$ cat src/rtl/ascii_hex_parser_if.sv
// Character-in / word-out handshake bundle for the ASCII hex parser.
// master drives characters and word_ready; slave is the parser itself.
interface ascii_hex_parser_if #(
  parameter int WIDTH = 32
);
  localparam int MAXDIG = WIDTH / 4;
  localparam int CW     = $clog2(MAXDIG + 1);

  logic [7:0]       char_in;
  logic             char_valid;
  logic             char_ready;
  logic [WIDTH-1:0] word_out;
  logic             word_valid;
  logic             word_ready;
  logic [CW-1:0]    digit_count;
  logic             err;

  modport master (
    output char_in, char_valid, word_ready,
    input  char_ready, word_out, word_valid, digit_count, err
  );

  modport slave (
    input  char_in, char_valid, word_ready,
    output char_ready, word_out, word_valid, digit_count, err
  );
endinterface

$ cat src/rtl/ascii_hex_parser.sv
// ASCII hex token parser: delimited hex digits -> right-aligned word; 'x'/'X' prefix via ASCII_HEX_PARSER_PREFIX_EN.
// Word valid one cycle after its delimiter; characters stall (char_ready=0) while a word awaits word_ready.
module ascii_hex_parser #(
  parameter int WIDTH = 32
) (
  input logic              clk,
  input logic              rst_n,
  ascii_hex_parser_if.slave bus
);
  localparam int MAXDIG = WIDTH / 4;
  localparam int CW     = $clog2(MAXDIG + 1);

  typedef enum logic [2:0] {
    IDLE,
    ACCUM,
    OUTPUT,
    DRAIN
`ifdef ASCII_HEX_PARSER_PREFIX_EN
    , PFX
`endif
  } state_t;

  state_t           state;
  logic [WIDTH-1:0] acc;
  logic [CW-1:0]    count;
  logic [WIDTH-1:0] word_q;
  logic             word_valid_q;
  logic             err_q;

  logic [7:0] c;
  logic       is_dig;
  logic       is_delim;
  logic [3:0] nib;
  logic       fire;
  logic       pfx_enter;
  logic       pfx_empty;

  assign c = bus.char_in;

  always_comb begin
    is_dig = 1'b0;
    nib    = 4'h0;
    if (c >= 8'h30 && c <= 8'h39) begin
      is_dig = 1'b1;
      nib    = 4'(c - 8'h30);
    end else if (c >= 8'h41 && c <= 8'h46) begin
      is_dig = 1'b1;
      nib    = 4'(c - 8'h37);
    end else if (c >= 8'h61 && c <= 8'h66) begin
      is_dig = 1'b1;
      nib    = 4'(c - 8'h57);
    end
  end

  assign is_delim = (c == 8'h20) || (c == 8'h0D) || (c == 8'h0A) || (c == 8'h2C);

  // No character is taken while a finished word is waiting.
  assign bus.char_ready = (state != OUTPUT);
  assign fire           = bus.char_valid && (state != OUTPUT);

`ifdef ASCII_HEX_PARSER_PREFIX_EN
  // A lone leading '0' followed by x/X is a prefix, not a digit.
  assign pfx_enter = (state == ACCUM) && ((c == 8'h78) || (c == 8'h58)) &&
                     (count == CW'(1)) && (acc == '0);
  assign pfx_empty = (state == PFX) && is_delim && (count == '0);
`else
  assign pfx_enter = 1'b0;
  assign pfx_empty = 1'b0;
`endif

  always_ff @(posedge clk or negedge rst_n) begin
    if (!rst_n) begin
      state        <= IDLE;
      acc          <= '0;
      count        <= '0;
      word_q       <= '0;
      word_valid_q <= 1'b0;
      err_q        <= 1'b0;
    end else begin
      err_q <= 1'b0;
      case (state)
        IDLE: begin
          if (fire) begin
            if (is_dig) begin
              acc   <= WIDTH'(nib);
              count <= CW'(1);
              state <= ACCUM;
            end else if (!is_delim) begin
              err_q <= 1'b1;
              state <= DRAIN;
            end
          end
        end
`ifdef ASCII_HEX_PARSER_PREFIX_EN
        ACCUM, PFX: begin
`else
        ACCUM: begin
`endif
          if (fire) begin
            if (pfx_enter) begin
              count <= '0;
`ifdef ASCII_HEX_PARSER_PREFIX_EN
              state <= PFX;
`endif
            end else if (pfx_empty) begin
              err_q <= 1'b1;
              acc   <= '0;
              state <= IDLE;
            end else if (is_dig) begin
              if (count < CW'(MAXDIG)) begin
                acc   <= (acc << 4) | WIDTH'(nib);
                count <= count + CW'(1);
              end else begin
                err_q <= 1'b1;
                acc   <= '0;
                count <= '0;
                state <= DRAIN;
              end
            end else if (is_delim) begin
              word_q       <= acc;
              word_valid_q <= 1'b1;
              state        <= OUTPUT;
            end else begin
              err_q <= 1'b1;
              acc   <= '0;
              count <= '0;
              state <= DRAIN;
            end
          end
        end
        OUTPUT: begin
          if (bus.word_ready) begin
            word_valid_q <= 1'b0;
            acc          <= '0;
            count        <= '0;
            state        <= IDLE;
          end
        end
        DRAIN: begin
          if (fire && is_delim) state <= IDLE;
        end
        default: state <= IDLE;
      endcase
    end
  end

  assign bus.word_out    = word_q;
  assign bus.word_valid  = word_valid_q;
  assign bus.digit_count = count;
  assign bus.err         = err_q;

endmodule

$ cat src/flat_wrapper.sv
// flat-port wrapper written by rule: the top's interface ports become plain ports
module ascii_hex_parser_flat 
#(
  parameter int WIDTH = 32
)
  (clk, rst_n, bus_char_in, bus_char_valid, bus_word_ready, bus_char_ready, bus_word_out, bus_word_valid, bus_digit_count, bus_err);
  ascii_hex_parser_if #(.WIDTH(WIDTH)) bus_i ();
  input logic clk;
  input logic rst_n;
  input wire logic [$bits(bus_i.char_in)-1:0] bus_char_in;
  input wire logic [$bits(bus_i.char_valid)-1:0] bus_char_valid;
  input wire logic [$bits(bus_i.word_ready)-1:0] bus_word_ready;
  output wire logic [$bits(bus_i.char_ready)-1:0] bus_char_ready;
  output wire logic [$bits(bus_i.word_out)-1:0] bus_word_out;
  output wire logic [$bits(bus_i.word_valid)-1:0] bus_word_valid;
  output wire logic [$bits(bus_i.digit_count)-1:0] bus_digit_count;
  output wire logic [$bits(bus_i.err)-1:0] bus_err;
  assign bus_i.char_in = bus_char_in;
  assign bus_i.char_valid = bus_char_valid;
  assign bus_i.word_ready = bus_word_ready;
  assign bus_char_ready = bus_i.char_ready;
  assign bus_word_out = bus_i.word_out;
  assign bus_word_valid = bus_i.word_valid;
  assign bus_digit_count = bus_i.digit_count;
  assign bus_err = bus_i.err;
  ascii_hex_parser #(.WIDTH(WIDTH)) u_core (.clk(clk), .rst_n(rst_n), .bus(bus_i));
endmodule
$ cat config.mk
export PLATFORM = sky130hd
export DESIGN_NAME = ascii_hex_parser_flat
export DESIGN_NICKNAME = d
export VERILOG_FILES = /design/src/rtl/ascii_hex_parser_if.sv /design/src/rtl/ascii_hex_parser.sv /design/src/flat_wrapper.sv
export SDC_FILE = /design/constraint.sdc
export NUM_CORES = 1
export LEC_CHECK = 0
export CAP_MARGIN = 10
export CORE_ASPECT_RATIO = 0.6
export CORE_MARGIN = 3
export CORE_UTILIZATION = 48
export CTS_CLUSTER_SIZE = 16
export DETAILED_ROUTE_END_ITERATION = 16
export HOLD_SLACK_MARGIN = 0.05
export PLACE_DENSITY_LB_ADDON = 0.08
export SETUP_SLACK_MARGIN = 0.1
export SLEW_MARGIN = 20
export SYNTH_ARGS = -nofsm -noshare
export SYNTH_HDL_FRONTEND = slang
export SYNTH_SLANG_ARGS = --single-unit
export TNS_END_PERCENT = 5
$ cat constraint.sdc
create_clock -name clk -period 2 [get_ports clk]
set_input_delay 0.3 -clock clk [delete_from_list [all_inputs] [get_ports clk]]
set_output_delay 0.3 -clock clk [all_outputs]
set_load 0.03 [all_outputs]
-- Word-level counts from Yosys, hierarchy flattened
Index checks and enable logic that the tools add are counted.
- output and inout bits: 39
- input port bits: 12
- word-level logic and storage cells: 96
- register bits: 73
- reduce and logical (&&, ||, !) cells: 15
- add/subtract/negate cells: 4
- eq/ne operators: 18
- bitwise logic cells: 2
- mux-type cells: 44
- $lt $le $gt $ge: 7
- operator list (kind ; number):
    2-to-1 mux 32 bit ; 7
    case mux 32 bit (3 select lines) ; 1
    2-to-1 mux 4 bit ; 10
    bitwise OR 32 x 4 -> 32 bit ; 1
    2-to-1 mux 3 bit ; 8
    equality test 8 x 4 -> 1 bit (second input constant) ; 2
    equality test 8 x 6 -> 1 bit (second input constant) ; 2
    >= comparator 8 x 7 -> 1 bit (second input constant) ; 2
    <= comparator 8 x 7 -> 1 bit (second input constant) ; 2
    2-to-1 mux 1 bit ; 14
    case mux 3 bit (4 select lines) ; 1
    case mux 4 bit (3 select lines) ; 1
    AND reduction 6 bit ; 2
    inequality test 2 x 1 -> 1 bit (second input constant) ; 5
    inequality test 3 x 2 -> 1 bit (second input constant) ; 3
    >= comparator 8 x 6 -> 1 bit (second input constant) ; 1
    <= comparator 8 x 6 -> 1 bit (second input constant) ; 1
    subtractor 4 x 3 -> 4 bit (second input constant) ; 2
    equality test 3 x 2 -> 1 bit (second input constant) ; 2
    logical AND 1 bit ; 5
    AND reduction 5 bit ; 1
    adder 4 x 1 -> 4 bit (second input constant) ; 1
    < comparator 4 bit (second input constant) ; 1
    inequality test 2 bit (second input constant) ; 2
    10 further kinds ; 13

-- Longest topological paths before layout
Gate-level depths: netlist of run 1.
- depth after elaboration: 10
- gate-level depth with buffers: 10
- depth with buffers taken out: 7

-- Worst setup path before layout of run 1
Ideal clock, no wire load.
- path type: register -> register
- start: reg u_core.state[0]
- end: reg u_core.acc[26]
- cell stages (with the launch flop): 10
- arrival: 1961 ps
- buffers on the path: 2
- setup slack: -82 ps
- cells stage by stage: dfrtp_1 > inv_1 > ha_1 > nand2b_1 > a2111oi_2 > a211oi_2 > a21o_1 > buf_6 > buf_6 > a22o_1
- word-level cells in the longest chain between the ends: 4
- ends and longest elaborated chain (element ; RTL line ; text):
    start, declared ; ascii_hex_parser.sv:23 ; state_t state;
    start signal, assigned ; ascii_hex_parser.sv:73 ; state <= IDLE;
    start signal, assigned ; ascii_hex_parser.sv:87 ; state <= ACCUM;
    start signal, assigned ; ascii_hex_parser.sv:90 ; state <= DRAIN;
    inequality test 3 x 2 -> 1 bit ; ascii_hex_parser.sv:59 ; assign fire = bus.char_valid && (state != OUTPUT);
    logical AND 1 bit ; ascii_hex_parser.sv:59 ;
    inequality test 2 x 1 -> 1 bit (no line) ; - ;
    AND reduction 6 bit (no line) ; - ;
    end signal, assigned ; ascii_hex_parser.sv:85 ; acc <= WIDTH'(nib);
    end signal, assigned ; ascii_hex_parser.sv:111 ; acc <= (acc << 4) | WIDTH'(nib);
    end, declared ; ascii_hex_parser.sv:24 ; logic [WIDTH-1:0] acc;
Parallel ways exist; a longest one is shown, timed or not.
A chain may end at the register's enable or synchronous reset.

-- Worst setup path in the final report of run 1
Same ends and word-level chain as after synthesis.

==> results of run 1 <==
-- flip-flops by register name, summed over array words and instances, names as in the netlist --
name	count
u_core.bus.err	1
u_core.bus.word_valid	1
u_core.bus.digit_count	4
u_core.bus.word_out	32
u_core.state	2
u_core.acc	32
-- per-stage QoR --
stage | TNS (ns) | total power [uW]
2_1_floorplan | 0 | 2440
3_3_place_gp | -36.96 | 2800
3_5_place_dp | -40.19 | 2820
4_1_cts | -2.77 | 4160
5_1_grt | -8.35 | 4410
6_report | -2.20 | 4190
-- power by group through the flow --
stage	clock (uW)	combinational, uW	sequential [uW]
6_report	1250	1340	1600
5_1_grt	1340	1450	1610
4_1_cts	1270	1290	1590
2_1_floorplan	0	782	1650
3_3_place_gp	0	1180	1620
3_5_place_dp	0	1190	1620
-- layer usage --
metal  vias up  share of wire  global-route usage  wire, um
li1       1039              -                   -         -
met1      1129           0.52               0.309      3720
met2        59           0.42               0.261      2970
met3         7          0.053              0.0575       380
met4         0         0.0065              0.0513        46
met5         -              0                   0         0
-- placed cells by master, fill, tap and decap left out, types with 2 or more instances in the layout --
master / Yosys / final
o21ai_0: 5 / 5
clkinvlp_4: 0 / 2
mux2_1: 33 / 33
clkbuf_8: 0 / 10
mux2i_1: 2 / 2
a211oi_1: 2 / 2
buf_6: 11 / 5
buf_4: 0 / 30
buf_16: 0 / 2
nand3b_1: 2 / 2
nand2b_1: 4 / 3
o2bb2ai_1: 3 / 2
inv_2: 0 / 3
ha_1: 9 / 4
o32ai_1: 2 / 2
a22o_1: 29 / 29
nand2_1: 2 / 2
inv_1: 11 / 6
dfrtp_1: 72 / 71
clkdlybuf4s50_1: 0 / 45
a21oi_1: 5 / 4
ha_4: 0 / 5
bufinv_16: 0 / 2
dlygate4sd2_1: 0 / 2
nor2_2: 0 / 2
mux2_2: 2 / 2
buf_12: 0 / 5
-- what timing repair did --
item                       4_1_cts  5_1_grt
setup endpoints to repair       73       72
cloned                           3        0
buffers inserted                 7        1
hold buffers                     1        0
gates resized for setup         16        8
hold endpoints to repair        17        0
pin swaps                       10        1
-- logic make-up after synthesis --
group / count (synthesis) / share of synthesized area
flops: 72 / 0.563
mux: 37 / 0.129
buf+inv: 24 / 0.0547
fa+ha+maj: 9 / 0.0352
compound gates: 62 / 0.164
simple gates: 21 / 0.0488
xor+xnor: 2 / 0.00547
-- layout make-up --
cell class,instances,share of cell area
clock buffers,10,0.0307
clock inverters,5,0.0181
inverters,11,0.0106
multi-input cells,131,0.306
flip-flops and latches,72,0.402
well taps,84,0.0235
repair buffers,93,0.209
-- how the worst min path moves through the flow --
| stage | start | to | slack, ns | cells past startpoint |
|---|---|---|---|---|
| after global placement | rst_n | u_core.bus.word_out[24] | 0.25 | 1 |
| after floorplan | rst_n | u_core.acc[0] | 0.004 | 0 |
| after detailed placement | rst_n | u_core.bus.word_out[24] | 0.27 | 1 |
| after global routing | rst_n | u_core.bus.word_out[24] | 0.47 | 2 |
| after CTS | rst_n | u_core.bus.word_out[24] | 0.43 | 2 |
| final | rst_n | u_core.bus.word_out[21] | 0.43 | 2 |
==> summary.txt, run 1 <==
Run status
  – Status: complete, but fails checks
  – Failing checks: negative setup slack

Setup path
  – Worst Setup End Kind: register
  – Worst path depth: 12
  – CP Max Fanout: 8
  – Length in cells of the worst reg-to-reg path: 12
  – Kind of critical path: reg2reg
  – Critical path data arrival time: 2.34 ns
  – CP startpoint: u_core.state[0]
  – Worst flop-to-flop path startpoint: u_core.state[0]
  – Max stage delay on crit path: 0.41 ns
  – Worst path buffer plus inverter count: 6
  – Crit Reg-Reg Endpoint: u_core.acc[26]
  – Crit-path slowest cell: dfrtp_1
  – End of the critical path: u_core.acc[26]
  – Cell breakdown of the critical path: inv_2 > ha_4 > nand2b_4 > buf_4 > nor2_2 > a211oi_4 > buf_6 > nor4_4 > buf_4 > buf_12 > buf_12 > a22o_1
  – Setup crit start kind: register
  – CP top delay family: buffers and inverters
  – Flop-to-flop setup slack: -0.11 ns
  – CP required: 2.23 ns

CTS
  – CTS sink cnt: 72
  – CTS tree: done
  – Htree depth: 3
  – Total CTS buffers: 9
  – Register clock-pin slew on the reported worst setup and hold paths: 0.07 ns
  – Clock latency on the worst-skew pair: 0.34 ns
  – Root Buffer: clkbuf_8
  – Clock Path Buffers: 2

Floorplanning
  – Die extent in x: 111 um
  – # IOs: 51
  – Core ar.: 6280 um^2
  – Die Span Y: 69.3 um
  – Initial Util: 0.510
  – Area of the die: 7720 um^2
  – Cell Rows: 22

Yosys
  – Synthesized area: 3200 um^2
  – Post-Synthesis Mean Instance Area: 14.1 um^2
  – Synth warn: 0
  – Top post-synthesis cells by count: 72 x dfrtp_1, 33 x mux2_1, 29 x a22o_1
  – Seq/Total Area, Yosys: 0.563
  – Most used flip-flop cell after synthesis: dfrtp_1
  – Number of synthesized flops with an enable pin: 0
  – Synth Instances: 227
  – Synth unique cells: 46
  – #FFs+latches synth: 72
  – Async SR Flop Fraction: 1.00
  – Top-count cell post-synth: dfrtp_1
  – Area share of the largest cell type after synthesis: 0.563
  – Area leader, netlist: dfrtp_1
  – Top cells by area, synth: dfrtp_1 56%, mux2_1 12%, a22o_1 7.9%
  – Synthesized net count: 248

Drt
  – Residual DRC count: 0
  – Post-DR wirelength/cell: 17.5 um
  – ANT nets after route: 0
  – Drt via density: 5.50
  – Vias: 2234
  – Starting DRT DRC Count: 92
  – Pre-Repair DR Iteration Count: 5
  – Final WL: 7120 um

Pwr
  – Pint: 2860 uW
  – Net Sw Frac: 0.318
  – P per Cell Area: 936 nW/um^2
  – Clock power frac: 0.297
  – Sequential Power Share: 0.383
  – Peak supply drop: 0.670 mV
  – Psw: 1330 uW
  – Static leakage: 0.00209 uW
  – Gate power share: 0.320

Placement
  – PortBufs: 50
  – Final HPWL from detailed placement: 4730 um
  – Placer Congestion: 0.875
  – Place WS: -0.613 ns
  – Placed insts: 379
  – Placed cell area: 4030 um^2

Timing
  – RSZ-0062 raised after global routing: yes
  – PnR worst setup slack: -0.109 ns
  – Worst slew margin: 0.709
  – Final setup violation count: 43
  – Fin. Hold Viols: 0
  – Post-layout minimum cycle time: 2.11 ns
  – Worst Skew: 0.00691 ns
  – Max frequency: 474 MHz
  – Slew Viols, Final: 0
  – Worst Tran Pin Value: 0.436 ns
  – Worst hold slack: 0.430 ns
  – Final period utilization: 1.05

Cells and area
  – Final Non-Filler Cells: 406
  – Antenna cells: 0
  – Synthesis-to-layout area growth: 40.0%
  – Layout cells sized above 1: 0.276
  – Fin area: 4480 um^2
  – Final Util: 0.714
  – Final net count: 339
  – Multi-input logic area: 1370 um^2
  – Filler cell count: 462
  – FF/Latch Area: 1800 um^2

GRT
  – GRT Total Usage: 0.196
  – First-pass GRT wire length: 12000 um
  – Initial antenna violation count: 0
  – Largest net degree at the start of global routing: 56
  – Vias in the first global route: 2252
  – GR Overflow Total: 0

Min path
  – Hold Path Class: in2async

Run
  – # Max-Cap Violations: 0
Note: power is estimated with default switching activity, not from simulation.
==> run 2: changes to the inputs <==
Settings changed: HOLD_SLACK_MARGIN 0.05 to 0.03.
==> results of run 2 <==
The final DEF is identical to that of run 1; final timing and power are the same.
